<file path="src/rtl/csr_rmw_ctrl_if.sv">
// rtl/csr_rmw_ctrl_if.sv - request, register-file and response signals of the CSR read-modify-write sequencer
interface csr_rmw_ctrl_if #(
    parameter int DATA_W = 32,
    parameter int ADDR_W = 32
);
    logic              req_valid_i;
    logic              req_ready_o;
    logic [1:0]        req_op_i;
    logic [ADDR_W-1:0] req_addr_i;
    logic [DATA_W-1:0] req_operand_i;
    logic              req_src_zero_i;
    logic [ADDR_W-1:0] csr_raddr_o;
    logic [DATA_W-1:0] csr_rdata_i;
    logic              csr_we_o;
    logic [ADDR_W-1:0] csr_waddr_o;
    logic [DATA_W-1:0] csr_wdata_o;
    logic              rsp_valid_o;
    logic              rsp_ready_i;
    logic [DATA_W-1:0] rsp_rdata_o;
    logic              rsp_err_o;

    modport slave (
        input  req_valid_i, req_op_i, req_addr_i, req_operand_i, req_src_zero_i,
        input  csr_rdata_i, rsp_ready_i,
        output req_ready_o, csr_raddr_o, csr_we_o, csr_waddr_o, csr_wdata_o,
        output rsp_valid_o, rsp_rdata_o, rsp_err_o
    );

    modport master (
        output req_valid_i, req_op_i, req_addr_i, req_operand_i, req_src_zero_i,
        output csr_rdata_i, rsp_ready_i,
        input  req_ready_o, csr_raddr_o, csr_we_o, csr_waddr_o, csr_wdata_o,
        input  rsp_valid_o, rsp_rdata_o, rsp_err_o
    );
endinterface

</file>
<file path="src/rtl/csr_rmw_ctrl.sv">
// rtl/csr_rmw_ctrl.sv - CSRRW/CSRRS/CSRRC read-modify-write sequencer; optional CSR_RO_CHECK_EN blocks writes to read-only CSRs
module csr_rmw_ctrl #(
    parameter int DATA_W = 32,
    parameter int ADDR_W = 32
) (
    input  logic           clk,
    input  logic           rst,
    csr_rmw_ctrl_if.slave  bus
);
    typedef enum logic [1:0] {
        S_IDLE = 2'd0,
        S_RD   = 2'd1,
        S_WB   = 2'd2,
        S_RESP = 2'd3
    } state_t;

    localparam logic [1:0] OP_RW = 2'b01;
    localparam logic [1:0] OP_RS = 2'b10;
    localparam logic [1:0] OP_RC = 2'b11;

    state_t            state_q, state_d;
    logic [1:0]        op_q;
    logic [ADDR_W-1:0] addr_q;
    logic [DATA_W-1:0] operand_q;
    logic              zero_q;
    logic [DATA_W-1:0] rdata_q;

    logic              would_write;
    logic              wr_blocked;
    logic [DATA_W-1:0] new_data;

    always_ff @(posedge clk) begin
        if (rst) begin
            state_q   <= S_IDLE;
            op_q      <= '0;
            addr_q    <= '0;
            operand_q <= '0;
            zero_q    <= 1'b0;
            rdata_q   <= '0;
        end else begin
            state_q <= state_d;
            if (state_q == S_IDLE && bus.req_valid_i) begin
                op_q      <= bus.req_op_i;
                addr_q    <= bus.req_addr_i;
                operand_q <= bus.req_operand_i;
                zero_q    <= bus.req_src_zero_i;
            end
            if (state_q == S_WB) begin
                rdata_q <= bus.csr_rdata_i;
            end
        end
    end

    // Set/clear with a zero source must not write, so side effects of the write are skipped.
    always_comb begin
        would_write = 1'b0;
        new_data    = operand_q;
        case (op_q)
            OP_RW: begin
                would_write = 1'b1;
                new_data    = operand_q;
            end
            OP_RS: begin
                would_write = !zero_q;
                new_data    = bus.csr_rdata_i | operand_q;
            end
            OP_RC: begin
                would_write = !zero_q;
                new_data    = bus.csr_rdata_i & ~operand_q;
            end
            default: begin
                would_write = 1'b0;
                new_data    = operand_q;
            end
        endcase
    end

`ifdef CSR_RO_CHECK_EN
    assign wr_blocked = would_write && (addr_q[11:10] == 2'b11);
`else
    assign wr_blocked = 1'b0;
`endif

    always_comb begin
        state_d = state_q;
        case (state_q)
            S_IDLE: if (bus.req_valid_i) state_d = S_RD;
            S_RD:   state_d = S_WB;
            S_WB:   state_d = S_RESP;
            S_RESP: if (bus.rsp_ready_i) state_d = S_IDLE;
            default: state_d = S_IDLE;
        endcase
    end

    assign bus.req_ready_o = (state_q == S_IDLE);
    assign bus.csr_raddr_o = addr_q;
    assign bus.csr_waddr_o = addr_q;
    assign bus.csr_wdata_o = new_data;
    assign bus.csr_we_o    = (state_q == S_WB) && would_write && !wr_blocked && !rst;
    assign bus.rsp_valid_o = (state_q == S_RESP);
    assign bus.rsp_rdata_o = rdata_q;
    assign bus.rsp_err_o   = (state_q == S_RESP) && ((op_q == 2'b00) || wr_blocked);

endmodule

</file>
<file path="src/flat_wrapper.sv">
// flat-port wrapper written by rule: the top's interface ports become plain ports
module csr_rmw_ctrl_flat 
#(
    parameter int DATA_W = 32,
    parameter int ADDR_W = 32
)
  (clk, rst, bus_req_valid_i, bus_req_op_i, bus_req_addr_i, bus_req_operand_i, bus_req_src_zero_i, bus_csr_rdata_i, bus_rsp_ready_i, bus_req_ready_o, bus_csr_raddr_o, bus_csr_we_o, bus_csr_waddr_o, bus_csr_wdata_o, bus_rsp_valid_o, bus_rsp_rdata_o, bus_rsp_err_o);
  csr_rmw_ctrl_if #(.DATA_W(DATA_W), .ADDR_W(ADDR_W)) bus_i ();
  input  logic clk;
  input  logic rst;
  input wire logic [$bits(bus_i.req_valid_i)-1:0] bus_req_valid_i;
  input wire logic [$bits(bus_i.req_op_i)-1:0] bus_req_op_i;
  input wire logic [$bits(bus_i.req_addr_i)-1:0] bus_req_addr_i;
  input wire logic [$bits(bus_i.req_operand_i)-1:0] bus_req_operand_i;
  input wire logic [$bits(bus_i.req_src_zero_i)-1:0] bus_req_src_zero_i;
  input wire logic [$bits(bus_i.csr_rdata_i)-1:0] bus_csr_rdata_i;
  input wire logic [$bits(bus_i.rsp_ready_i)-1:0] bus_rsp_ready_i;
  output wire logic [$bits(bus_i.req_ready_o)-1:0] bus_req_ready_o;
  output wire logic [$bits(bus_i.csr_raddr_o)-1:0] bus_csr_raddr_o;
  output wire logic [$bits(bus_i.csr_we_o)-1:0] bus_csr_we_o;
  output wire logic [$bits(bus_i.csr_waddr_o)-1:0] bus_csr_waddr_o;
  output wire logic [$bits(bus_i.csr_wdata_o)-1:0] bus_csr_wdata_o;
  output wire logic [$bits(bus_i.rsp_valid_o)-1:0] bus_rsp_valid_o;
  output wire logic [$bits(bus_i.rsp_rdata_o)-1:0] bus_rsp_rdata_o;
  output wire logic [$bits(bus_i.rsp_err_o)-1:0] bus_rsp_err_o;
  assign bus_i.req_valid_i = bus_req_valid_i;
  assign bus_i.req_op_i = bus_req_op_i;
  assign bus_i.req_addr_i = bus_req_addr_i;
  assign bus_i.req_operand_i = bus_req_operand_i;
  assign bus_i.req_src_zero_i = bus_req_src_zero_i;
  assign bus_i.csr_rdata_i = bus_csr_rdata_i;
  assign bus_i.rsp_ready_i = bus_rsp_ready_i;
  assign bus_req_ready_o = bus_i.req_ready_o;
  assign bus_csr_raddr_o = bus_i.csr_raddr_o;
  assign bus_csr_we_o = bus_i.csr_we_o;
  assign bus_csr_waddr_o = bus_i.csr_waddr_o;
  assign bus_csr_wdata_o = bus_i.csr_wdata_o;
  assign bus_rsp_valid_o = bus_i.rsp_valid_o;
  assign bus_rsp_rdata_o = bus_i.rsp_rdata_o;
  assign bus_rsp_err_o = bus_i.rsp_err_o;
  csr_rmw_ctrl #(.DATA_W(DATA_W), .ADDR_W(ADDR_W)) u_core (.clk(clk), .rst(rst), .bus(bus_i));
endmodule
</file>
<file path="config.mk">
export PLATFORM = sky130hd
export DESIGN_NAME = csr_rmw_ctrl_flat
export DESIGN_NICKNAME = d
export VERILOG_FILES = /design/src/rtl/csr_rmw_ctrl_if.sv /design/src/rtl/csr_rmw_ctrl.sv /design/src/flat_wrapper.sv
export SDC_FILE = /design/constraint.sdc
export NUM_CORES = 1
export LEC_CHECK = 0
export ABC_CLOCK_PERIOD_IN_PS = 3700
export CAP_MARGIN = 20
export CELL_PAD_IN_SITES_DETAIL_PLACEMENT = 2
export CELL_PAD_IN_SITES_GLOBAL_PLACEMENT = 2
export CORE_MARGIN = 1
export CORE_UTILIZATION = 22
export CTS_BUF_LIST = sky130_fd_sc_hd__clkbuf_4 sky130_fd_sc_hd__clkbuf_8 sky130_fd_sc_hd__clkbuf_16
export CTS_CLUSTER_SIZE = 30
export DETAILED_ROUTE_END_ITERATION = 16
export PLACE_DENSITY = 0.93
export SLEW_MARGIN = 25
export SYNTH_ARGS = -nofsm -noshare
export SYNTH_HDL_FRONTEND = slang
export SYNTH_SLANG_ARGS = --single-unit
</file>
<file path="constraint.sdc">
create_clock -name clk -period 3.7 [get_ports clk]
set_input_delay 0.37 -clock clk [delete_from_list [all_inputs] [get_ports clk]]
set_output_delay 0.37 -clock clk [all_outputs]
set_load 0.01 [all_outputs]
</file>
==> results <==
- The maximum single-stage delay on the critical path is 0.69 ns.
- The fraction of final layout cells with drive strength greater than 1 is around 6.6%.
- The share of the synthesized netlist area taken by xor and xnor gates is 0%.
- The clock latency reported for the late side of the worst-skew pair is 0.35 ns.
- For this run, design rule violations remaining after detail routing come to 0.
- For this run the aggregate overflow at the end of global routing stands at 0.
- After technology mapping, the gate count stands at 521.
- After layout, the worst path uses between 70% and 80% of the clock period.
- The remaining number of nets flagged by the antenna check after routing is 0.
- The hold violation total from the final report was 0.
- The wire length reported by the detailed router is roughly 17000 um.
- The maximum buffer depth of the clock tree is 2.
- Synthesis inferred 101 register bits.
- The worst setup path category is reg -> out.
- After detailed routing, the average wire length per cell comes to approximately 17 um.
- Summing over every cut layer, the via total after detailed routing is 4308.
- TritonCTS built the clock tree.
- The port buffer count is 234.
- The flow ran to the end, and the final reports show no timing, DRC or antenna violations.
- The number of violations reported at the end of detailed-routing iteration 0 is between 90 and 100.
- STA puts the critical path data required time at 3.33 ns.
- The max-slew violation count came to 0.
- The number of placement rows is 50.
- The die is 142 um tall.
- The total placed cells including tap cells is roughly 950.
- STA puts the critical path data arrival time at between 2 and 2.5 ns.
- By area, the combinational part of the netlist is dominated by compound AO/OA/AOI/OAI gates.
- The adder-cell share of the synthesized area is 0.870%.
- The per-cell via count in the routed design is 4.45.
- The initial core utilization is 22.8%.
- For flop-to-flop paths, the worst setup slack is approximately 1.7 ns.
- The number of warnings issued by yosys is 0.
- The worst register-to-register path ends at u_core.bus.csr_raddr_o[15]$_SDFFE_PP0P_.
- The count of max-cap constraint violations is 0.
- The worst-case IR drop observed on VDD is 0.210 mV.
- The routed design could run at a clock period as short as 2.61 ns.
- The analysis attributes to cell leakage a power of 2.43 nW.
- The startpoint identified for the worst register-to-register timing path is u_core.state_q[0]$_SDFFE_PP0P_.
- OpenSTA, run right after detailed placement, puts the worst setup slack at 1.38 ns.
- The highest fanout seen on the critical path is 17.
- The worst hold path class is in -> reg.
- The average instance in the mapped netlist occupies 8.28 um^2.
- The I/O pin count is 235.
- The endpoint of the most critical setup path is bus_csr_wdata_o[20].
- The post-CTS repair timing setup buffer count is 0.
- Synthesis instantiated 20 different standard cells from the library.
- 0 antenna diodes ended up in the layout.
- The critical path goes through and2_1 -> buf_12 -> a21oi_1 -> clkdlybuf4s50_1.
- Clock tree synthesis inserted a total of 9 buffers.
- The number of global-route vias before repair came to 4660.
- The deepest level of the CTS H-tree is 3.
- The power density over the cells is 558 nW/um^2.
- Setup slack closes at 1.09 ns.
- For the pin with the worst max-slew slack, the measured transition is 1.02 ns.
- In the synthesized netlist, mux cells make up 7.89% of the area.
- Setup total negative slack on the finished layout was measured at 0 ns.
- The hold buffer count at cts is 0.
- Summing the areas of all compound-gate instances in the mapped netlist gives roughly 17% of the synthesized area.
- Setup violations remaining at the end of the flow were counted as 0.
- The clock skew after layout is 0.00618 ns.
- Setup repair after global routing left no endpoint under its margin.
- The first global-routing pass estimated approximately 26000 um of wire.
- The floorplan step defined a die boundary enclosing 20200 um^2.
- From left edge to right edge, the die measures 142 um.
- The element type at the critical path end is a primary output.
- The final estimated routing congestion in global placement is 0.739.
- The summed instance area of the synthesized netlist is 4310 um^2.
- The signed area change from the synthesized netlist to the final layout is 59.2%.
- The number of standard cells in the layout, taps in and fillers out is 968.
- STA classifies the critical path startpoint as a flop.
- The master cell of the clock root buffer is sky130_fd_sc_hd__clkbuf_16.
- Summing the areas of all and, or, nand and nor instances in the mapped netlist gives between 15 and 20% of the synthesized area.
- The share of the Yosys chip area taken by registers is 46.9%.
- For this run, the detailed router's first-pass iteration total came to 4.
- The largest individual stage delay along the critical path comes from the cell sky130_fd_sc_hd__and2_1.
- The final net count is around 810.
- The startpoint of the most critical setup path is u_core.op_q[0]$_SDFFE_PP0P_.
- The total half-perimeter wirelength after legalization and detailed placement is 12500 um.
- The number of antenna violations at the first check in global routing is 1.
- Across every metal layer, demand over resource in global routing totals 17.0%.
- Headroom to the max-slew limit came out at roughly a third.
- The clock net in this run drives a total of 101 sinks.
- After clock tree synthesis, the clock-pin slew on the worst setup and hold paths is about 0.08 ns.
- Counting every net in the synthesized netlist gives 627.
- Timing would allow up to 384 MHz.
- The number of gates resized after CTS was 0.
- The maximum number of pins on one net before global-route repair is 79.
- The length in cells of the worst reg-to-reg path is 6.
- The floorplan step defined a core boundary enclosing 19000 um^2.
==> state kept, by name (all words and copies together) (netlist names) <==
name,flops
u_core.bus.csr_raddr_o,32
u_core.bus.rsp_rdata_o,32
u_core.operand_q,32
u_core.op_q,2
u_core.state_q,2
u_core.zero_q,1
==> stage by stage <==
step | total power [W] | instance area, um^2 | hold WS, ns | utilization (%)
after floorplan | 0.00222 | 4310 | 0.436 | -
after global placement | 0.00287 | 6570 | 0.456 | 34.7
after detailed placement | 0.00294 | 6570 | 0.461 | 34.7
after CTS | 0.00391 | 6870 | 0.362 | 36.2
after global routing | 0.00407 | 6870 | 0.369 | 36.2
final | 0.00383 | 6870 | 0.382 | 36.2
==> area by class of cell <==
class / instances / area, um^2
fill: 2129 / 12100
timing repair buffer: 241 / 2400
sequential: 101 / 2020
multi-input combinational: 345 / 1800
tap: 260 / 325
clock buffer: 10 / 239
clock inverter: 6 / 52.6
inverter: 5 / 18.8
==> worst min path at each step <==
stage | startpoint | to | depth (start not counted)
floorplan | u_core.zero_q$_SDFFE_PP0P_ | u_core.zero_q$_SDFFE_PP0P_ | 2
global placement | u_core.bus.csr_raddr_o[7]$_SDFFE_PP0P_ | u_core.bus.csr_raddr_o[7]$_SDFFE_PP0P_ | 2
detailed placement | u_core.zero_q$_SDFFE_PP0P_ | u_core.zero_q$_SDFFE_PP0P_ | 2
CTS | rst | u_core.bus.csr_raddr_o[5]$_SDFFE_PP0P_ | 2
global route | rst | u_core.bus.csr_raddr_o[5]$_SDFFE_PP0P_ | 2
finish | rst | u_core.bus.csr_raddr_o[5]$_SDFFE_PP0P_ | 2
==> per-layer routing <==
| metal | up-vias | routed length, um | global-route usage, % |
|---|---|---|---|
| li1 | 2037 | - | - |
| met1 | 2085 | 6750 | 18.7 |
| met2 | 172 | 8450 | 30.7 |
| met3 | 12 | 1440 | 6.19 |
| met4 | 2 | 143 | 4.19 |
| met5 | - | 9 | 0 |
==> Yosys cell counts <==
| library cell | count | share of area (%) |
|---|---|---|
| sky130_fd_sc_hd__inv_1 | 5 | 0.44 |
| sky130_fd_sc_hd__nor2b_1 | 1 | 0.15 |
| sky130_fd_sc_hd__nor3b_1 | 1 | 0.17 |
| sky130_fd_sc_hd__nand2_1 | 137 | 12 |
| sky130_fd_sc_hd__buf_2 | 14 | 1.6 |
| sky130_fd_sc_hd__buf_1 | 1 | 0.087 |
| sky130_fd_sc_hd__a21oi_1 | 112 | 13 |
| sky130_fd_sc_hd__ha_1 | 3 | 0.87 |
| sky130_fd_sc_hd__buf_6 | 6 | 1.6 |
| sky130_fd_sc_hd__or3_1 | 1 | 0.15 |
| sky130_fd_sc_hd__and2_1 | 2 | 0.29 |
| sky130_fd_sc_hd__buf_4 | 37 | 6.4 |
| sky130_fd_sc_hd__o211a_1 | 1 | 0.23 |
| sky130_fd_sc_hd__dfxtp_1 | 101 | 47 |
| sky130_fd_sc_hd__and3_1 | 1 | 0.15 |
| sky130_fd_sc_hd__nor2_1 | 32 | 2.8 |
| sky130_fd_sc_hd__clkbuf_1 | 11 | 0.96 |
| sky130_fd_sc_hd__buf_8 | 1 | 0.35 |
| sky130_fd_sc_hd__mux2i_1 | 34 | 7.9 |
| sky130_fd_sc_hd__a21oi_2 | 20 | 4.1 |
==> power by group <==
group	total [W]	internal, W	switching (W)	leakage, nW
logic	0.00147	0.000749	0.000720	1.47
registers	0.00141	0.00127	0.000142	0.826
clock network	0.000949	0.000488	0.000461	0.138
==> cell usage in the layout (no fill, tap or decap), types with 2 or more instances in the layout <==
cell and count:
sky130_fd_sc_hd__mux2i_1 34, sky130_fd_sc_hd__clkdlybuf4s50_1 233, sky130_fd_sc_hd__clkinvlp_4 2, sky130_fd_sc_hd__nand2_1 136, sky130_fd_sc_hd__clkbuf_16 9, sky130_fd_sc_hd__inv_1 5, sky130_fd_sc_hd__inv_6 3, sky130_fd_sc_hd__nor2_1 32
sky130_fd_sc_hd__a21oi_1 112, sky130_fd_sc_hd__ha_1 2, sky130_fd_sc_hd__buf_4 7, sky130_fd_sc_hd__dfxtp_1 101, sky130_fd_sc_hd__a21oi_2 20
==> cell families after synthesis <==
kind of cell,count (synthesis)
flops,101
buf+inv,75
compound gates,133
mux,34
fa+ha+maj,3
simple gates,175
==> critical path: cells and delay by family (launching register included) <==
kind | cells | cell delay (ns)
buffers and inverters | 2 | 0.72
and+or+nand+nor | 1 | 0.69
DFF | 1 | 0.38
AOI/OAI and AO/OA | 1 | 0.09
Note: power is estimated with default switching activity, not from simulation.
